**src/rtl/seq_control_if.sv**
```systemverilog
// Sequencer bus: program ROM fetch port, datapath control codes, start/done handshake.
// Latency: none, wires only.
// Backpressure: none; the sequencer paces itself and the environment follows state/busy/done.
//
// Signals:
//   start, step        environment -> sequencer  run request / single-step advance
//   instr_data[7:0]    ROM -> sequencer          opcode [7:4], operand [3:0], one cycle after instr_addr
//   acc_zero           datapath -> sequencer     accumulator == 0
//   instr_addr         sequencer -> ROM          program counter
//   tx, ty, tz, tula   sequencer -> datapath     register / ULA control codes
//   current_state      sequencer -> observer     encoded FSM state
//   busy, done         sequencer -> environment  executing / halted
// Modports: master = sequencer side, slave = environment (ROM, datapath, stimulus).
interface seq_control_if #(
   parameter int PC_W   = 4,
   parameter int CTRL_W = 4
);
   logic              start;
   logic              step;
   logic [7:0]        instr_data;
   logic              acc_zero;
   logic [PC_W-1:0]   instr_addr;
   logic [CTRL_W-1:0] tx;
   logic [CTRL_W-1:0] ty;
   logic [CTRL_W-1:0] tz;
   logic [CTRL_W-1:0] tula;
   logic [3:0]        current_state;
   logic              busy;
   logic              done;

   modport master (
      input  start, step, instr_data, acc_zero,
      output instr_addr, tx, ty, tz, tula, current_state, busy, done
   );

   modport slave (
      output start, step, instr_data, acc_zero,
      input  instr_addr, tx, ty, tz, tula, current_state, busy, done
   );
endinterface

```
**src/rtl/seq_control.sv**
```systemverilog
// Program sequencer: fetches 8-bit instructions from a synchronous ROM and sequences regs X/Y/Z and the ULA.
// Latency: 4 clocks per instruction (FETCH, DECODE, EXEC, WB); first FETCH the cycle after start is sampled.
// Backpressure: start ignored while busy; with SEQ_CONTROL_STEP_MODE_EN each instruction waits in PAUSE for step.
//
// Ports:
//   clock    rising-edge clock for all state
//   reset_n  synchronous active-low reset
//   bus      seq_control_if.master: start/step/instr_data/acc_zero in,
//            instr_addr/tx/ty/tz/tula/current_state/busy/done out
// Optional build macro: SEQ_CONTROL_STEP_MODE_EN (WB -> PAUSE, advance on step).
module seq_control #(
   parameter int PC_W   = 4,
   parameter int CTRL_W = 4
) (
   input logic           clock,
   input logic           reset_n,
   seq_control_if.master bus
);

   typedef enum logic [3:0] {
      ST_IDLE   = 4'd0,
      ST_FETCH  = 4'd1,
      ST_DECODE = 4'd2,
      ST_EXEC   = 4'd3,
      ST_WB     = 4'd4,
      ST_HALT   = 4'd5,
      ST_PAUSE  = 4'd6
   } state_t;

   localparam logic [3:0] OP_LDX  = 4'h1;
   localparam logic [3:0] OP_ADD  = 4'h2;
   localparam logic [3:0] OP_SUB  = 4'h3;
   localparam logic [3:0] OP_AND  = 4'h4;
   localparam logic [3:0] OP_OR   = 4'h5;
   localparam logic [3:0] OP_STZ  = 4'h6;
   localparam logic [3:0] OP_CLR  = 4'h7;
   localparam logic [3:0] OP_JMP  = 4'h8;
   localparam logic [3:0] OP_JZ   = 4'h9;
   localparam logic [3:0] OP_HALT = 4'hF;

   localparam logic [CTRL_W-1:0] CODE_LOAD  = CTRL_W'(1);
   localparam logic [CTRL_W-1:0] CODE_CLEAR = CTRL_W'(2);
   localparam logic [CTRL_W-1:0] ULA_ADD    = CTRL_W'(0);
   localparam logic [CTRL_W-1:0] ULA_SUB    = CTRL_W'(1);
   localparam logic [CTRL_W-1:0] ULA_AND    = CTRL_W'(2);
   localparam logic [CTRL_W-1:0] ULA_OR     = CTRL_W'(3);

`ifdef SEQ_CONTROL_STEP_MODE_EN
   localparam state_t WB_NEXT = ST_PAUSE;
`else
   localparam state_t WB_NEXT = ST_FETCH;
   logic unused_step;
   assign unused_step = bus.step;
`endif

   state_t            state_q, state_d;
   logic [PC_W-1:0]   pc_q, pc_d;
   logic [7:0]        ir_q, ir_d;
   logic              zero_q, zero_d;
   logic [CTRL_W-1:0] tx_q, tx_d;
   logic [CTRL_W-1:0] ty_q, ty_d;
   logic [CTRL_W-1:0] tz_q, tz_d;
   logic [CTRL_W-1:0] tula_q, tula_d;

   logic [PC_W-1:0]   pc_inc;
   logic [PC_W-1:0]   operand;

   assign pc_inc  = pc_q + PC_W'(1);
   assign operand = PC_W'(ir_q[3:0]);

   always_ff @(posedge clock) begin
      if (!reset_n) begin
         state_q <= ST_IDLE;
         pc_q    <= '0;
         ir_q    <= '0;
         zero_q  <= 1'b0;
         tx_q    <= '0;
         ty_q    <= '0;
         tz_q    <= '0;
         tula_q  <= '0;
      end else begin
         state_q <= state_d;
         pc_q    <= pc_d;
         ir_q    <= ir_d;
         zero_q  <= zero_d;
         tx_q    <= tx_d;
         ty_q    <= ty_d;
         tz_q    <= tz_d;
         tula_q  <= tula_d;
      end
   end

   always_comb begin
      state_d = state_q;
      pc_d    = pc_q;
      ir_d    = ir_q;
      zero_d  = zero_q;
      // Codes default to 0 every cycle, so they are nonzero only in the
      // cycle following DECODE, i.e. exactly the EXEC cycle.
      tx_d    = '0;
      ty_d    = '0;
      tz_d    = '0;
      tula_d  = '0;

      case (state_q)
         ST_IDLE: begin
            if (bus.start) begin
               state_d = ST_FETCH;
               pc_d    = '0;
            end
         end

         ST_FETCH: state_d = ST_DECODE;

         ST_DECODE: begin
            // ROM data for the FETCH address arrives now; decode it directly
            // so the codes register in time for EXEC.
            ir_d    = bus.instr_data;
            state_d = ST_EXEC;
            case (bus.instr_data[7:4])
               OP_LDX: tx_d = CODE_LOAD;
               OP_ADD: begin tula_d = ULA_ADD; ty_d = CODE_LOAD; end
               OP_SUB: begin tula_d = ULA_SUB; ty_d = CODE_LOAD; end
               OP_AND: begin tula_d = ULA_AND; ty_d = CODE_LOAD; end
               OP_OR:  begin tula_d = ULA_OR;  ty_d = CODE_LOAD; end
               OP_STZ: tz_d = CODE_LOAD;
               OP_CLR: begin tx_d = CODE_CLEAR; ty_d = CODE_CLEAR; end
               default: ;
            endcase
         end

         ST_EXEC: begin
            // Branch condition is the datapath flag as seen during EXEC.
            zero_d  = bus.acc_zero;
            state_d = ST_WB;
         end

         ST_WB: begin
            state_d = WB_NEXT;
            case (ir_q[7:4])
               OP_JMP:  pc_d = operand;
               OP_JZ:   pc_d = zero_q ? operand : pc_inc;
               OP_HALT: state_d = ST_HALT;
               default: pc_d = pc_inc;
            endcase
         end

         ST_HALT: begin
            if (bus.start) begin
               state_d = ST_FETCH;
               pc_d    = '0;
            end
         end

`ifdef SEQ_CONTROL_STEP_MODE_EN
         ST_PAUSE: begin
            if (bus.step) state_d = ST_FETCH;
         end
`endif

         default: state_d = ST_IDLE;
      endcase
   end

   assign bus.instr_addr    = pc_q;
   assign bus.tx            = tx_q;
   assign bus.ty            = ty_q;
   assign bus.tz            = tz_q;
   assign bus.tula          = tula_q;
   assign bus.current_state = state_q;
   assign bus.busy          = (state_q == ST_FETCH) || (state_q == ST_DECODE) ||
                              (state_q == ST_EXEC)  || (state_q == ST_WB) ||
                              (state_q == ST_PAUSE);
   assign bus.done          = (state_q == ST_HALT);

endmodule

```
**src/flat_wrapper.sv**
```systemverilog
// flat-port wrapper written by rule: the top's interface ports become plain ports
module seq_control_flat 
#(
   parameter int PC_W   = 4,
   parameter int CTRL_W = 4
)
  (clock, reset_n, bus_start, bus_step, bus_instr_data, bus_acc_zero, bus_instr_addr, bus_tx, bus_ty, bus_tz, bus_tula, bus_current_state, bus_busy, bus_done);
  seq_control_if #(.PC_W(PC_W), .CTRL_W(CTRL_W)) bus_i ();
  input logic clock;
  input logic reset_n;
  input wire logic [$bits(bus_i.start)-1:0] bus_start;
  input wire logic [$bits(bus_i.step)-1:0] bus_step;
  input wire logic [$bits(bus_i.instr_data)-1:0] bus_instr_data;
  input wire logic [$bits(bus_i.acc_zero)-1:0] bus_acc_zero;
  output wire logic [$bits(bus_i.instr_addr)-1:0] bus_instr_addr;
  output wire logic [$bits(bus_i.tx)-1:0] bus_tx;
  output wire logic [$bits(bus_i.ty)-1:0] bus_ty;
  output wire logic [$bits(bus_i.tz)-1:0] bus_tz;
  output wire logic [$bits(bus_i.tula)-1:0] bus_tula;
  output wire logic [$bits(bus_i.current_state)-1:0] bus_current_state;
  output wire logic [$bits(bus_i.busy)-1:0] bus_busy;
  output wire logic [$bits(bus_i.done)-1:0] bus_done;
  assign bus_i.start = bus_start;
  assign bus_i.step = bus_step;
  assign bus_i.instr_data = bus_instr_data;
  assign bus_i.acc_zero = bus_acc_zero;
  assign bus_instr_addr = bus_i.instr_addr;
  assign bus_tx = bus_i.tx;
  assign bus_ty = bus_i.ty;
  assign bus_tz = bus_i.tz;
  assign bus_tula = bus_i.tula;
  assign bus_current_state = bus_i.current_state;
  assign bus_busy = bus_i.busy;
  assign bus_done = bus_i.done;
  seq_control #(.PC_W(PC_W), .CTRL_W(CTRL_W)) u_core (.clock(clock), .reset_n(reset_n), .bus(bus_i));
endmodule
```
**config.mk**
```make
export PLATFORM = sky130hd
export DESIGN_NAME = seq_control_flat
export DESIGN_NICKNAME = d
export VERILOG_FILES = /design/src/rtl/seq_control_if.sv /design/src/rtl/seq_control.sv /design/src/flat_wrapper.sv
export SDC_FILE = /design/constraint.sdc
export NUM_CORES = 1
export LEC_CHECK = 0
export ABC_CLOCK_PERIOD_IN_PS = 1430
export CORE_MARGIN = 2
export CORE_UTILIZATION = 39
export CTS_CLUSTER_DIAMETER = 150
export DETAILED_ROUTE_END_ITERATION = 10
export PLACE_DENSITY_LB_ADDON = 0.1
export SETUP_SLACK_MARGIN = 0.4
export SKIP_CTS_REPAIR_TIMING = 1
export SLEW_MARGIN = 20
export SYNTH_ARGS = -nofsm -noshare
export SYNTH_HDL_FRONTEND = slang
export SYNTH_SLANG_ARGS = --single-unit
```
**constraint.sdc**
```tcl
create_clock -name clock -period 1.43 [get_ports clock]
set_clock_uncertainty 0.2 [all_clocks]
set_input_delay 0.2145 -clock clock [delete_from_list [all_inputs] [get_ports clock]]
set_output_delay 0.2145 -clock clock [all_outputs]
set_load 0.01 [all_outputs]
```
==> results.md <==
- Status: finished with violations
- Failing checks: negative setup slack
- DP Cell Count: 194
- Worst-Skew Late Latency: 310 ps
- CTS buffer count: 3
- Min-delay worst type: input port to flop
- Mapped cell area: 1100 um2
- Tcrit/Tclk final: 1.20
- Worst Path Arrival: 1760 ps
- FF-to-FF setup slack: -280 ps
- Distinct cells, synth: 36
- Seq cells post-synth: 22
- Post-synth EDFFs: 0
- Overall Power: 1.55 mW
- Register area share after synthesis: 0.400
- Final GP Congestion: 0.709
- RSZ-0062 raised after global routing: yes
- Critical-path cell list: buf_4 -> buf_6 -> nor2_4 -> nand2_4 -> or3_4 -> nor3b_2
- Final Util: 0.658
- # Max-Cap Violations: 0
- Fraction of registers with async set/reset: 0
- Total negative setup slack: -3220 ps
- CTS sink cnt: 22
- CTS Buffer Depth: 2
- P per Cell Area: 871 nW/um2
- TritonCTS clock tree: yes
- CP max stage delay: 450 ps
- Reg2reg path depth: 6
- Crit path kind: flop to flop
- Placement Setup Slack: -406 ps
- Die Wd: 57.1 um
- Port Buffers: 27
- Average cell area after synthesis: 8.80 um2
- Final min period: 1710 ps
- Vias in the first global route: 873
- Worst r2r dst: u_core.bus.tula[1]
- Req. time, crit path: 1480 ps
- Worst VDD drop: 0.929 mV
- Die ar.: 3260 um2
- Antenna-violating nets left: 0
- Critical path endpoint: u_core.bus.tula[1]
- Design area: 1780 um2
- Total congestion overflow: 0
- # diodes: 0
- H-tree depth: 1
- Post-DP Area: 1510 um2
- Area growth, synth to finish: 62.1%
- Via Count: 984
- Hpwl dp: 1.77 mm
- CP Launch Point: u_core.bus.current_state[2]
- DRC errors left: 0
- Cell Count, Final, Fillers Out: 209
- Clk slew on worst S/H paths: 130 ps
- PnR worst setup slack: -282 ps
- Crit Path Max Fanout: 6
- CP Launch Type: flop
- Reg2Reg Launch Point: u_core.bus.current_state[2]
- Commonest non-fill, non-tap cells in the layout: buf_6 (20), buf_4 (20), nand2_1 (16), clkdlybuf4s50_1 (12), dfxtp_2 (11)
- DR WL/cell: 11.9 um
- Fin. Hold Viols: 0
- Number of core rows: 19
- I/O Pins: 39
- Fraction of layout instances using a drive strength above 1: 0.517
- Worst path slowest cell: or3_4
- Final hold slack: 95.8 ps
- GRT Overall Usage: 0.144
- Pre-antenna DRT Iters: 4
- Final nets: 193
- Vias per cell: 4.71
- Max Clk Rate: 584 MHz
- Largest net degree at the start of global routing: 14
- Ys Warns: 0
- Routed WL: 2.48 mm
- Initial Util: 0.406
- Die Span Y: 57.1 um
- Final number of max-transition violations: 0
- Leak Pwr: 0.767 nW
- Initial antenna violation count: 0
- Final setup viols: 23
- Root buf cell: clkbuf_4
- First-pass GRT wire length: 3.82 mm
- Main synth FF type: dfxtp_1
- Detailed router's first-iteration violation count: 11
- Syn Inst Count: 125
- CP endpoint kind: flop
- Core footprint: 2710 um2
-- cell usage after synthesis, types with 2 or more instances --
cell type	n	share of area
a21oi_1	10	0.046
and2_1	2	0.011
buf_4	13	0.089
clkbuf_1	2	0.0068
dfxtp_1	22	0.40
inv_1	2	0.0068
mux2i_1	5	0.046
nand2_1	24	0.082
nand3_1	2	0.0091
nor2_1	10	0.034
nor2b_1	2	0.011
nor3_1	3	0.014
nor3_2	3	0.027
o211ai_1	2	0.014
xnor2_1	2	0.016
-- critical path: cells and delay by family, from the launching register on --
kind | cells | cell delay [ps]
buffers and inverters | 2 | 250
DFF | 1 | 380
and+or+nand+nor | 4 | 810
-- layer usage --
layer	up-vias	share of wire	global-route usage
li1	505	-	-
met1	451	0.42	0.192
met2	25	0.52	0.233
met3	3	0.060	0.0499
met4	0	0.0044	0.0199
met5	-	0	0
-- cell type report --
| class | instances | area (um2) |
|---|---|---|
| clock buffers | 3 | 22.5 |
| clock inverters | 1 | 30.0 |
| fillers | 232 | 927 |
| inverters | 2 | 7.51 |
| multi-input cells | 93 | 676 |
| flip-flops and latches | 22 | 465 |
| well taps | 31 | 38.8 |
| repair buffers | 57 | 543 |
-- flip-flops by register name, summed over array words and instances, names as in the netlist --
register                  cells
u_core.ir_q                   8
u_core.bus.instr_addr         4
u_core.bus.current_state      3
u_core.bus.tula               2
u_core.bus.ty                 2
u_core.bus.tx                 1
u_core.bus.tz                 1
u_core.zero_q                 1
-- how the worst min path moves through the flow --
stage | from | to | slack [ps] | cells after the start
6_report | reset_n | u_core.bus.instr_addr[3] | 100 | 3
5_1_grt | reset_n | u_core.bus.instr_addr[3] | 110 | 3
4_1_cts | bus_instr_data[1] | u_core.ir_q[1] | 230 | 3
3_5_place_dp | u_core.ir_q[3] | u_core.ir_q[3] | 260 | 2
3_3_place_gp | u_core.ir_q[2] | u_core.ir_q[2] | 250 | 2
2_1_floorplan | bus_instr_data[5] | u_core.bus.tula[1] | 80 | 1
-- power breakdown --
group	total [mW]	switching (mW)	internal (mW)
logic	0.400	0.188	0.212
registers	0.671	0.0281	0.642
clock network	0.482	0.198	0.283
-- kinds of logic after synthesis --
logic type | share of synthesized area
XOR/XNOR | 0.0159
multiplexers | 0.0455
AO/OA/AOI/OAI | 0.0956
AND/OR/NAND/NOR | 0.311
other | 0.00341
adder cells (fa/ha/maj) | 0.0114
buffers and inverters | 0.117
flip-flops | 0.400
Power figures use the tool's default switching activity.
